===== config.mk =====
export PLATFORM = sky130hd
export DESIGN_NAME = clock_set_ctrl_flat
export DESIGN_NICKNAME = d
export VERILOG_FILES = /design/src/rtl/clock_set_ctrl_if.sv /design/src/rtl/clock_set_ctrl.sv /design/src/flat_wrapper.sv
export SDC_FILE = /design/constraint.sdc
export NUM_CORES = 1
export LEC_CHECK = 0
export ABC_AREA = 1
export CAP_MARGIN = 30
export CORE_UTILIZATION = 60
export DETAILED_ROUTE_END_ITERATION = 10
export PLACE_DENSITY = 0.86
export SLEW_MARGIN = 20
export SYNTH_ARGS = -nofsm -noshare
export SYNTH_HDL_FRONTEND = slang
export SYNTH_SLANG_ARGS = --single-unit

===== constraint.sdc =====
create_clock -name Clk -period 3.98 [get_ports Clk]
set_clock_uncertainty 0.05 [all_clocks]
set_input_delay 0.398 -clock Clk [delete_from_list [all_inputs] [get_ports Clk]]
set_output_delay 0.398 -clock Clk [all_outputs]
set_load 0.01 [all_outputs]

===== src/rtl/clock_set_ctrl_if.sv =====
// Key-event inputs and mode/adjust/display outputs of the clock mode/time-setting controller.
interface clock_set_ctrl_if;
  logic       Key_mode_p;
  logic       Key_up;
  logic       Key_dn;
  logic       Tick_1s;
  logic       Run_en;
  logic [1:0] Mode;
  logic       Adj_up;
  logic       Adj_dn;
  logic       Sec_clr;
  logic       Blink;
  logic [3:0] LED;

  modport master (
    output Key_mode_p, Key_up, Key_dn, Tick_1s,
    input  Run_en, Mode, Adj_up, Adj_dn, Sec_clr, Blink, LED
  );

  modport slave (
    input  Key_mode_p, Key_up, Key_dn, Tick_1s,
    output Run_en, Mode, Adj_up, Adj_dn, Sec_clr, Blink, LED
  );
endinterface


===== src/rtl/clock_set_ctrl.sv =====
// Clock mode/time-setting controller: RUN plus three SET modes, press and hold-to-repeat
// adjust pulses, idle timeout back to RUN, blink enable for the selected digits and mode LEDs.
module clock_set_ctrl #(
  parameter int MCNT_HOLD  = 50_000_000,
  parameter int MCNT_REP   = 10_000_000,
  parameter int MCNT_BLINK = 25_000_000,
  parameter int TIMEOUT_S  = 10
) (
  input  logic              Clk,
  input  logic              Reset,
  clock_set_ctrl_if.slave   bus
);

  localparam int HW = (MCNT_HOLD > 1) ? $clog2(MCNT_HOLD) : 1;
  localparam int BW = (MCNT_BLINK > 1) ? $clog2(MCNT_BLINK) : 1;
  localparam int IW = $clog2(TIMEOUT_S + 1);
  localparam logic [HW-1:0] HOLD_TC  = HW'(MCNT_HOLD - 1);
  localparam logic [HW-1:0] REP_TC   = HW'(MCNT_REP - 1);
  localparam logic [BW-1:0] BLINK_TC = BW'(MCNT_BLINK - 1);
  localparam logic [IW-1:0] IDLE_TC  = IW'(TIMEOUT_S - 1);

  typedef enum logic [1:0] {
    S_RUN   = 2'd0,
    S_SET_H = 2'd1,
    S_SET_M = 2'd2,
    S_SET_S = 2'd3
  } state_t;

  state_t          r_state, w_state_nxt;
  logic            r_armed, r_up_prev, r_dn_prev;
  logic            r_hold_act, r_hold_up, r_hold_rep;
  logic [HW-1:0]   r_hold_cnt;
  logic [IW-1:0]   r_idle;
  logic [BW-1:0]   r_bcnt;
  logic            r_blink, r_run_en, r_adj_up, r_adj_dn, r_sec_clr;
  logic [3:0]      r_led;

  logic            w_hold_act_nxt, w_hold_up_nxt, w_hold_rep_nxt;
  logic [HW-1:0]   w_hold_cnt_nxt;
  logic [IW-1:0]   w_idle_nxt;
  logic [BW-1:0]   w_bcnt_nxt;
  logic            w_blink_nxt, w_adj_up, w_adj_dn, w_sec_clr;
  logic            w_up_press, w_dn_press, w_both, w_any, w_hold_key, w_pulse;

  // r_armed blocks the first post-reset sample so a key held through reset is not a press
  assign w_both     = bus.Key_up & bus.Key_dn;
  assign w_any      = bus.Key_up | bus.Key_dn;
  assign w_up_press = bus.Key_up & ~r_up_prev & r_armed & ~bus.Key_dn;
  assign w_dn_press = bus.Key_dn & ~r_dn_prev & r_armed & ~bus.Key_up;
  assign w_hold_key = r_hold_up ? bus.Key_up : bus.Key_dn;
  assign w_pulse    = w_adj_up | w_adj_dn | w_sec_clr;

  always_ff @(posedge Clk or posedge Reset) begin
    if (Reset) r_state <= S_RUN;
    else       r_state <= w_state_nxt;
  end

  always_comb begin
    w_state_nxt    = r_state;
    w_hold_act_nxt = r_hold_act;
    w_hold_up_nxt  = r_hold_up;
    w_hold_rep_nxt = r_hold_rep;
    w_hold_cnt_nxt = r_hold_cnt;
    w_idle_nxt     = r_idle;
    w_blink_nxt    = r_blink;
    w_bcnt_nxt     = r_bcnt;
    w_adj_up       = 1'b0;
    w_adj_dn       = 1'b0;
    w_sec_clr      = 1'b0;

    // A mode change takes priority and drops any adjust seen in the same cycle
    if (bus.Key_mode_p) begin
      w_state_nxt    = state_t'(r_state + 2'd1);
      w_hold_act_nxt = 1'b0;
      w_hold_cnt_nxt = '0;
    end else if (r_state == S_RUN || w_both) begin
      w_hold_act_nxt = 1'b0;
      w_hold_cnt_nxt = '0;
    end else if (w_up_press || w_dn_press) begin
      if (r_state == S_SET_S) begin
        w_sec_clr = 1'b1;
      end else begin
        w_adj_up       = w_up_press;
        w_adj_dn       = w_dn_press;
        w_hold_act_nxt = 1'b1;
        w_hold_up_nxt  = w_up_press;
        w_hold_rep_nxt = 1'b0;
        w_hold_cnt_nxt = '0;
      end
    end else if (r_hold_act) begin
      if (!w_hold_key) begin
        w_hold_act_nxt = 1'b0;
        w_hold_cnt_nxt = '0;
      end else if (r_hold_cnt == (r_hold_rep ? REP_TC : HOLD_TC)) begin
        w_adj_up       = r_hold_up;
        w_adj_dn       = ~r_hold_up;
        w_hold_rep_nxt = 1'b1;
        w_hold_cnt_nxt = '0;
      end else begin
        w_hold_cnt_nxt = r_hold_cnt + HW'(1);
      end
    end

    if (bus.Key_mode_p || w_any || r_state == S_RUN) begin
      w_idle_nxt = '0;
    end else if (bus.Tick_1s) begin
      if (r_idle == IDLE_TC) begin
        w_idle_nxt  = '0;
        w_state_nxt = S_RUN;
      end else begin
        w_idle_nxt = r_idle + IW'(1);
      end
    end

    // Digits stay lit in RUN, on mode entry, while a key is held and while adjusting
    if (w_state_nxt == S_RUN || w_state_nxt != r_state || w_any || w_pulse) begin
      w_blink_nxt = 1'b1;
      w_bcnt_nxt  = '0;
    end else if (r_bcnt == BLINK_TC) begin
      w_blink_nxt = ~r_blink;
      w_bcnt_nxt  = '0;
    end else begin
      w_bcnt_nxt = r_bcnt + BW'(1);
    end
  end

  always_ff @(posedge Clk or posedge Reset) begin
    if (Reset) begin
      r_armed    <= 1'b0;
      r_up_prev  <= 1'b0;
      r_dn_prev  <= 1'b0;
      r_hold_act <= 1'b0;
      r_hold_up  <= 1'b0;
      r_hold_rep <= 1'b0;
      r_hold_cnt <= '0;
      r_idle     <= '0;
      r_bcnt     <= '0;
      r_blink    <= 1'b1;
      r_run_en   <= 1'b1;
      r_adj_up   <= 1'b0;
      r_adj_dn   <= 1'b0;
      r_sec_clr  <= 1'b0;
      r_led      <= 4'b0001;
    end else begin
      r_armed    <= 1'b1;
      r_up_prev  <= bus.Key_up;
      r_dn_prev  <= bus.Key_dn;
      r_hold_act <= w_hold_act_nxt;
      r_hold_up  <= w_hold_up_nxt;
      r_hold_rep <= w_hold_rep_nxt;
      r_hold_cnt <= w_hold_cnt_nxt;
      r_idle     <= w_idle_nxt;
      r_bcnt     <= w_bcnt_nxt;
      r_blink    <= w_blink_nxt;
      r_run_en   <= (w_state_nxt == S_RUN);
      r_adj_up   <= w_adj_up;
      r_adj_dn   <= w_adj_dn;
      r_sec_clr  <= w_sec_clr;
      r_led      <= 4'b0001 << w_state_nxt;
    end
  end

  assign bus.Run_en  = r_run_en;
  assign bus.Mode    = r_state;
  assign bus.Adj_up  = r_adj_up;
  assign bus.Adj_dn  = r_adj_dn;
  assign bus.Sec_clr = r_sec_clr;
  assign bus.Blink   = r_blink;
  assign bus.LED     = r_led;

endmodule


===== src/flat_wrapper.sv =====
// flat-port wrapper written by rule: the top's interface ports become plain ports
module clock_set_ctrl_flat 
#(
  parameter int MCNT_HOLD  = 50_000_000,
  parameter int MCNT_REP   = 10_000_000,
  parameter int MCNT_BLINK = 25_000_000,
  parameter int TIMEOUT_S  = 10
)
  (Clk, Reset, bus_Key_mode_p, bus_Key_up, bus_Key_dn, bus_Tick_1s, bus_Run_en, bus_Mode, bus_Adj_up, bus_Adj_dn, bus_Sec_clr, bus_Blink, bus_LED);
  clock_set_ctrl_if bus_i ();
  input  logic Clk;
  input  logic Reset;
  input wire logic [$bits(bus_i.Key_mode_p)-1:0] bus_Key_mode_p;
  input wire logic [$bits(bus_i.Key_up)-1:0] bus_Key_up;
  input wire logic [$bits(bus_i.Key_dn)-1:0] bus_Key_dn;
  input wire logic [$bits(bus_i.Tick_1s)-1:0] bus_Tick_1s;
  output wire logic [$bits(bus_i.Run_en)-1:0] bus_Run_en;
  output wire logic [$bits(bus_i.Mode)-1:0] bus_Mode;
  output wire logic [$bits(bus_i.Adj_up)-1:0] bus_Adj_up;
  output wire logic [$bits(bus_i.Adj_dn)-1:0] bus_Adj_dn;
  output wire logic [$bits(bus_i.Sec_clr)-1:0] bus_Sec_clr;
  output wire logic [$bits(bus_i.Blink)-1:0] bus_Blink;
  output wire logic [$bits(bus_i.LED)-1:0] bus_LED;
  assign bus_i.Key_mode_p = bus_Key_mode_p;
  assign bus_i.Key_up = bus_Key_up;
  assign bus_i.Key_dn = bus_Key_dn;
  assign bus_i.Tick_1s = bus_Tick_1s;
  assign bus_Run_en = bus_i.Run_en;
  assign bus_Mode = bus_i.Mode;
  assign bus_Adj_up = bus_i.Adj_up;
  assign bus_Adj_dn = bus_i.Adj_dn;
  assign bus_Sec_clr = bus_i.Sec_clr;
  assign bus_Blink = bus_i.Blink;
  assign bus_LED = bus_i.LED;
  clock_set_ctrl #(.MCNT_HOLD(MCNT_HOLD), .MCNT_REP(MCNT_REP), .MCNT_BLINK(MCNT_BLINK), .TIMEOUT_S(TIMEOUT_S)) u_core (.Clk(Clk), .Reset(Reset), .bus(bus_i));
endmodule

Word-level counts from Yosys, hierarchy flattened
Cells that the tools add are included.
{"block": "op_classes", "addsub": 4, "multipliers": 0, "n_div": 0, "order_cmp": 0, "eq_ne": 7, "n_shift": 1, "muxes": 49, "bitwise": 19, "n_reduce_logical": 18}
{"operator": "2-to-1 mux 26 bit", "n": 8}
{"operator": "2-to-1 mux 25 bit", "n": 2}
{"operator": "2-to-1 mux 1 bit", "n": 32}
{"operator": "adder 26 x 1 -> 26 bit (second input constant)", "n": 1}
{"operator": "equality test 26 bit", "n": 1}
{"operator": "adder 25 x 1 -> 25 bit (second input constant)", "n": 1}
{"operator": "equality test 25 bit (second input constant)", "n": 1}
{"operator": "2-to-1 mux 4 bit", "n": 3}
{"operator": "nonzero test 2 bit", "n": 5}
{"operator": "inverter 1 bit", "n": 9}
{"operator": "2-to-1 mux 2 bit", "n": 4}
{"operator": "AND 1 bit", "n": 7}
{"operator": "logical OR 1 bit", "n": 7}
{"operator": "AND reduction 6 bit", "n": 1}
{"operator": "adder 4 x 1 -> 4 bit (second input constant)", "n": 1}
{"operator": "equality test 4 bit (second input constant)", "n": 1}
{"operator": "logical NOT 2 bit", "n": 2}
{"operator": "!= test 4 x 3 -> 1 bit (second input constant)", "n": 1}
{"operator": "AND reduction 4 bit", "n": 1}
{"operator": "nonzero test 4 bit", "n": 1}
{"operator": "<< shifter 1 x 2 -> 4 bit (first input constant)", "n": 1}
{"operator": "bitwise OR 1 bit", "n": 3}
{"operator": "adder 2 x 1 -> 2 bit (second input constant)", "n": 1}
{"operator": "equality test 2 bit (second input constant)", "n": 1}
{"operator": "3 further kinds", "n": 3}
{"block": "word_totals", "reg_bits": 72, "latchBits": 0, "ramBits": 0, "romBits": 0, "output_inout_bits": 11, "mem_count": 0}

Longest topological paths before layout
{"block": "logic_depth", "ltp_word": 12, "mapped_depth": 14, "ltp_nobuf": 13}

Least setup slack after synthesis
No wires, ideal clock.
{"block": "synth_timing", "kind": "flip-flop to flip-flop", "from": "register u_core.r_state[0] (netlist: u_core.bus.Mode[0])", "to": "register u_core.r_hold_cnt[17]", "setup_ns": 0.120, "arrival_time_ns": 1.734, "setup_slack_ns": 2.076, "stages_incl_launch_ff": 13, "period_less_slack_ns": 1.904, "path_cell_list": "dfrtp_1 > inv_1 > ha_1 > nor2_4 > nand2_2 > inv_2 > nand4_1 > nand2_2 > inv_2 > buf_6 > buf_6 > a21oi_2 > nor3_2"}
{"block": "synth_between", "elab_chain_cells": 4, "elab_cells_between_ends": 8, "classes_between": "2 x eq/ne; 2 x mux; 4 x reduce/logical"}
{"element": "from (decl)", "line_no": "clock_set_ctrl.sv:29", "source": "state_t r_state, w_state_nxt;"}
{"element": "from (signal assigned)", "line_no": "clock_set_ctrl.sv:55", "source": "else r_state <= w_state_nxt;"}
{"element": "logical NOT 2 bit", "line_no": "clock_set_ctrl.sv:76", "source": "end else if (r_state == S_RUN || w_both) begin"}
{"element": "logical OR 1 bit", "line_no": "clock_set_ctrl.sv:76"}
{"element": "!= test 4 x 3 -> 1 bit (no line), or another cell as far along"}
{"element": "AND reduction 2 bit (no line) / 2-to-1 mux 26 bit (equally long branches)"}
{"element": "to (signal assigned)", "line_no": "clock_set_ctrl.sv:151", "source": "r_hold_cnt <= w_hold_cnt_nxt;"}
{"element": "to (decl)", "line_no": "clock_set_ctrl.sv:32", "source": "logic [HW-1:0] r_hold_cnt;"}
Several ways; a longest one is shown, not always the timed one.
A chain may end at the register's enable or synchronous reset.

Worst setup path after layout
{"block": "layout_timing", "from": "register u_core.r_state[0] (netlist: u_core.bus.Mode[0])", "to": "register u_core.r_hold_cnt[11]"}
The elaborated chain is that of the path after synthesis.

==> results.py <==
metrics = {
    "status": {
        "outcome": "finished, final reports clean",
    },
    "placed_design": {
        "portBuffers": 16,
        "placed_cells": 624,
        "place_congestion": 0.9787,
        "dp_worst_setup_slack_ns": 1.073,
        "placed_area_mm2": 0.004305,
        "place_hpwl_mm": 6.134,
    },
    "clocking": {
        "ctsHoldBuffers": 0,
        "clkTransAtPathRegs_ns": 0.08,
        "cts.htree.levels": 3,
        "cts_setup_buffers": 0,
        "cts_tree": "built",
        "numClockSinks": 71,
        "cts_buffer_depth": 2,
        "clock_tree.root_cell": "clkbuf_8",
        "numCtsBuffers": 9,
        "post_cts_resized": 0,
        "clkLatencyLatePin_ns": 0.34,
    },
    "timing": {
        "drv_slew": 0,
        "fin_crit_sh_pct": 67.54,
        "layout_setup_ws_ns": 1.292,
        "finalHoldViolCount": 0,
        "period_needed_ns": 2.688,
        "setup-violations-final": 0,
        "rsz0062_at_grt": "false",
        "setup_tns_ns": 0,
        "max_freq_mhz": 372.0,
    },
    "setup_path": {
        "required_ns": 4.18,
        "path_class": "flop to flop",
        "cp.arrival_ns": 2.88,
        "start_kind": "flop",
        "r2r_start": "u_core.bus.Mode[0]",
        "crit_fanout": 20,
        "rrSetupSlack_ns": 1.29,
        "end_kind": "flop",
        "reg2reg_to": "u_core.r_hold_cnt[11]",
        "worstRegToRegCells": 11,
    },
    "synthesis": {
        "synth.top_cell.area_share_pct": 41.89,
        "yosysUniqueCellTypes": 38,
        "seq_area_frac_synth_pct": 43.17,
        "ys_top_cells_by_area": "dfrtp_1 (42%), nand2_1 (10%), nor2_1 (7.1%)",
        "syn_area_mm2": 0.004121,
        "postSynthAreaPerCell_um2": 7.661,
        "syn_inst": 538,
        "yosysTopAreaCell": "dfrtp_1",
        "syn-num-nets": 550,
        "ys_seq_elements": 71,
        "yosys_warnings": 0,
    },
    "final_layout": {
        "area_growth_pct": 9.047,
        "num-nets-final": 571,
        "final_cell_mix": "nand2_1 (110), nor2_1 (78), inv_1 (70)",
        "post-route-cell-area_mm2": 0.004494,
        "drive_above_1_share_pct": 11.35,
        "final_common_cell": "nand2_1",
        "stdcell_count": 641,
        "diodes": 0,
    },
    "die": {
        "start_util_pct": 63.46,
        "die_w_um": 84.88,
        "die_h_um": 84.88,
        "coreArea_mm2": 0.006495,
        "rows": 29,
        "die_area_mm2": 0.007205,
        "ioPinCount": 17,
    },
    "grt": {
        "grt_pass1_wl_mm": 14.68,
        "antenna_found_initial": 0,
        "grt_max_degree": 47,
        "gr-usage-all-layers_pct": 25.74,
        "grt-ovfl-total": 0,
        "grt_pass1_vias": 3340,
    },
    "route": {
        "first_pass_iters": 4,
        "totalWireLength_mm": 8.572,
        "drt_iter0_drc": 262,
        "detail_route.wl_per_cell_um": 13.37,
        "via_count": 3518,
        "post_drt_via_cell_ratio": 5.488,
        "drc": 0,
        "antenna_left": 0,
    },
    "power_and_ir_drop": {
        "leakage_nw": 1.949,
        "power_density_mw_per_mm2": 387.5,
        "peakVddDrop_mv": 0.3047,
    },
    "job": {
        "cap_violations": 0,
    },
    "worst_hold_path": {
        "min_path_type": "primary input to async pin",
    },
}
## final cells by class
| cell class | count | area [um^2] |
|---|---|---|
| fillers | 500 | 2001 |
| multi-input cells | 380 | 1966 |
| flip-flops and latches | 71 | 1779 |
| inverters | 79 | 296.5 |
| repair buffers | 18 | 187.7 |
| clock buffers | 14 | 152.6 |
| well taps | 77 | 96.34 |
| clock inverters | 2 | 16.27 |
## cells by family (layout without fill, tap and decap cells)
logic type / after synthesis / after routing / share of synthesized area (%)
AO/OA/AOI/OAI: 47 / 47 / 6.649
XOR/XNOR: 21 / 21 / 4.645
adder cells (fa/ha/maj): 6 / 6 / 1.821
buffers and inverters: 87 / 113 / 9.138
flip-flops: 71 / 71 / 43.17
other: 1 / 1 / 0.09099
AND/OR/NAND/NOR: 305 / 305 / 34.49
## worst max-delay path, stage by stage, from the launching register on
cell and delay (ns):
dfrtp_1 0.41, inv_1 0.11, ha_1 0.24, nor2_4 0.13, nand2_2 0.10, inv_2 0.09, nand4_1 0.12, nand2_2 0.28
inv_2 0.24, nand2_1 0.36, inv_2 0.21, nor3b_1 0.23
## Yosys cell counts
cell type / count
nand4_1: 15
nor4_1: 2
inv_1: 71
nor2_1: 78
nand3_2: 2
nand3b_1: 2
dfrtp_1: 69
nand3_1: 38
clkinv_1: 1
nand2_4: 1
o21ai_1: 9
nor2_4: 6
nor3b_1: 1
nor2_2: 14
xor2_1: 12
buf_4: 1
o21a_1: 2
a21boi_0: 1
conb_1: 1
o21bai_1: 1
a21o_1: 1
buf_6: 6
buf_2: 1
a21oi_2: 2
nor3_1: 24
ha_1: 6
dfstp_2: 2
o21ai_2: 2
a21oi_1: 15
o22ai_1: 1
xor2_2: 1
o21ai_0: 9
nand2_1: 110
nand2_2: 8
xnor2_1: 8
nor3_2: 4
inv_2: 7
o31ai_1: 4
## metal layers
metal  vias up  wire length (um)  track usage (%)
met5         -                 0                0
met4         0               136            8.166
met3        13               460            4.864
met2       104              4034            43.75
met1      1649              3940            33.66
li1       1752                 -                -
## state kept, by name, summed over array words and instances, names as in the netlist
register and cells:
u_core.bus.Adj_dn 1, u_core.bus.Adj_up 1, u_core.bus.Blink 1, u_core.bus.LED 3, u_core.bus.Mode 2, u_core.bus.Run_en 1, u_core.bus.Sec_clr 1, u_core.r_armed 1
u_core.r_bcnt 25, u_core.r_dn_prev 1, u_core.r_hold_act 1, u_core.r_hold_cnt 26, u_core.r_hold_rep 1, u_core.r_hold_up 1, u_core.r_idle 4, u_core.r_up_prev 1
## worst max-delay path by stage
stage	start	to	slack [ns]	cells past startpoint
finish	u_core.bus.Mode[0]	u_core.r_hold_cnt[11]	1.29	11
global route	u_core.bus.Mode[0]	u_core.r_hold_cnt[11]	1.07	11
CTS	u_core.bus.Mode[0]	u_core.r_hold_cnt[11]	1.32	11
detailed placement	bus_Key_mode_p	u_core.r_hold_cnt[11]	1.07	10
global placement	bus_Key_mode_p	u_core.r_hold_cnt[11]	1.21	10
floorplan	Reset	u_core.bus.Adj_dn	1.74	1
## metrics by stage
step	utilization, %	hold slack, ns	total power, W
after global routing	69.20	0.2845	0.001832
after global placement	66.29	0.4248	0.001216
after detailed placement	66.29	0.4465	0.001235
final	69.20	0.2488	0.001742
after floorplan	-	0.3794	0.001139
after CTS	68.89	0.4562	0.001747
## where the power goes
group	switching, W	total, W	internal [W]	leakage [nW]
sequential	0.0000388	0.000807	0.000768	0.965
clock	0.000266	0.000511	0.000246	0.0809
combinational	0.000275	0.000423	0.000148	0.903
Note: power is estimated with default switching activity, not from simulation.
==> RTL edit: new RTL, config.mk and constraints unchanged <==
Compare `r_bcnt` against `BLINK_TC` with >= in place of ==.
--- a/src/rtl/clock_set_ctrl.sv
+++ b/src/rtl/clock_set_ctrl.sv
@@ -116,7 +116,7 @@
     if (w_state_nxt == S_RUN || w_state_nxt != r_state || w_any || w_pulse) begin
       w_blink_nxt = 1'b1;
       w_bcnt_nxt  = '0;
-    end else if (r_bcnt == BLINK_TC) begin
+    end else if (r_bcnt >= BLINK_TC) begin
       w_blink_nxt = ~r_blink;
       w_bcnt_nxt  = '0;
     end else begin
Formal check against the unedited RTL: no difference found for any inputs over 4 cycles, from zero or initial values and one cycle with Reset high; that may be too few to reach the edited logic, so the function may still have changed.
==> RTL edit against the unedited design <==
Sequential share of layout area decreased by 0.43 points. Count of clock-buffer cells in the layout decreased by 1. Non-clock buffer count unchanged. Critical path type unchanged. Sequential power decreased by 1%. Sequential cell count unchanged. Power decreased by 5.4%. Area after synthesis increased by 0.97%. Setup slack improved by 0.35 ns. Combinational power decreased by 23%. Clock power increased by 3%. Worst hold slack improved by 0.19 ns. Routed wire length increased by 5.0%. Final area increased by 1.1%.
==> RTL edit: results (changes against the unedited design) <==
| Metric | Value |
|---|---|
| Critical path endpoint | u_core.r_bcnt[13] (was u_core.r_hold_cnt[11]) |
| Worst R2R Path Depth | 10 (was 11) |
| Critical path arrival | 2.55 ns (was 2.88 ns) |
| Post-synthesis compound-gate area fraction | 4.78% (was 6.65%) |
| PnR worst setup slack | 1.64 ns (was 1.29 ns) |
| Via count | 3751 (was 3518) |
| Largest regs | u_core.r_hold_cnt: 26 flops, u_core.r_bcnt: 25 flops, u_core.r_idle: 4 flops (unchanged) |
| Crit-path max FO | 25 (was 20) |
| Seq pwr | 0.797 mW (was 0.807 mW) |
| Final wirelength | 9000 um (was 8570 um) |
| Post-cts repair resize count | 0 (unchanged) |
| Flop pwr share | 48.4% (was 46.3%) |
| Status | complete, no violations (unchanged) |
| Post-synth top area share | 41.5% (was 41.9%) |
| Leak | 2.04 nW (was 1.95 nW) |
| Drt first pass iters | 5 (was 4) |
| Synth Area in Adders | 1.80% (was 1.82%) |
| Iter 0 DRT Violations | 302 (was 262) |
| Slowest stage cell on the critical path | nand4_2 (was dfrtp_1) |
| WHS | 0.441 ns (was 0.249 ns) |
| Clock latency on the worst-skew pair | 0.37 ns (was 0.34 ns) |
| Sequential area share after synthesis | 42.8% (was 43.2%) |
| First-pass GRT wire length | 15500 um (was 14700 um) |
| Max VDD drop | 0.240 mV (was 0.305 mV) |
| Distinct cells, synth | 37 (was 38) |
| Sw power | 0.522 mW (was 0.580 mW) |
| Comb. pwr | 0.326 mW (was 0.423 mW) |
| Vias per cell | 5.54 (was 5.49) |
| Largest cells by area after synthesis | dfrtp_1 (41%), nand2_1 (12%), nor2_1 (10%), inv_1 (7.7%), nand3_1 (5.4%) (was dfrtp_1 (42%), nand2_1 (10%), nor2_1 (7.1%), inv_1 (6.5%), nand3_1 (4.6%)) |
| Pre-CTS setup slack | 1.37 ns (was 1.07 ns) |
| Final GP Congestion | 0.951 (was 0.979) |
| Largest net degree at the start of global routing | 40 (was 47) |
| Fin nets | 607 (was 571) |
| Setup Fix Bufs, Post-CTS | 0 (unchanged) |
| Vias in the first global route | 3571 (was 3340) |
| Total GRT Usage | 27.0% (was 25.7%) |
| Synthesized netlist cell count | 573 (was 538) |
| CP peak stage delay | 0.52 ns (was 0.41 ns) |
| Post-Synth XOR/XNOR Area | 4.42% (was 4.64%) |
| Hpwl dp | 6460 um (was 6130 um) |
| DP Cell Count | 661 (was 624) |
| Post-DP Area | 4370 um^2 (was 4310 um^2) |
| Layout cell share with drive strength beyond 1 | 5.83% (was 11.3%) |
| Post-synth top cells | nand2_1 (130), nor2_1 (112), inv_1 (85), dfrtp_1 (69), nand3_1 (45) (was nand2_1 (110), nor2_1 (78), inv_1 (71), dfrtp_1 (69), nand3_1 (38)) |
| Syn nets | 585 (was 550) |
| Dominant synthesized flop cell | dfrtp_1 (unchanged) |
## RTL edit: cell count changes after synthesis, moves of 6 or more
cell / unedited run / this run
o21ai_1: 9 / 1
nand3_1: 38 / 45
nand2_1: 110 / 130
inv_1: 71 / 85
nor2_2: 14 / 3
nand2_2: 8 / 2
nor2_1: 78 / 112
## RTL edit: cell type report
cell class	instances	area, um^2
Clock buffer	13	149
Fill cell	526	1990
Inverter	89	342
Clock inverter	3	20.0
Tap cell	77	96.3
Sequential cell	71	1780
Timing Repair Buffer	18	175
Multi-Input combinational cell	406	1980
## RTL edit: routing by layer
| metal | global-route usage [%] | up-vias | wire length [um] | part of all wire, % |
|---|---|---|---|---|
| met5 | 0 | - | 0 | 0 |
| li1 | - | 1847 | - | - |
| met4 | 11.7 | 0 | 214 | 2.4 |
| met3 | 4.57 | 25 | 546 | 6.1 |
| met1 | 34.5 | 1752 | 3930 | 44 |
| met2 | 45.6 | 127 | 4310 | 48 |
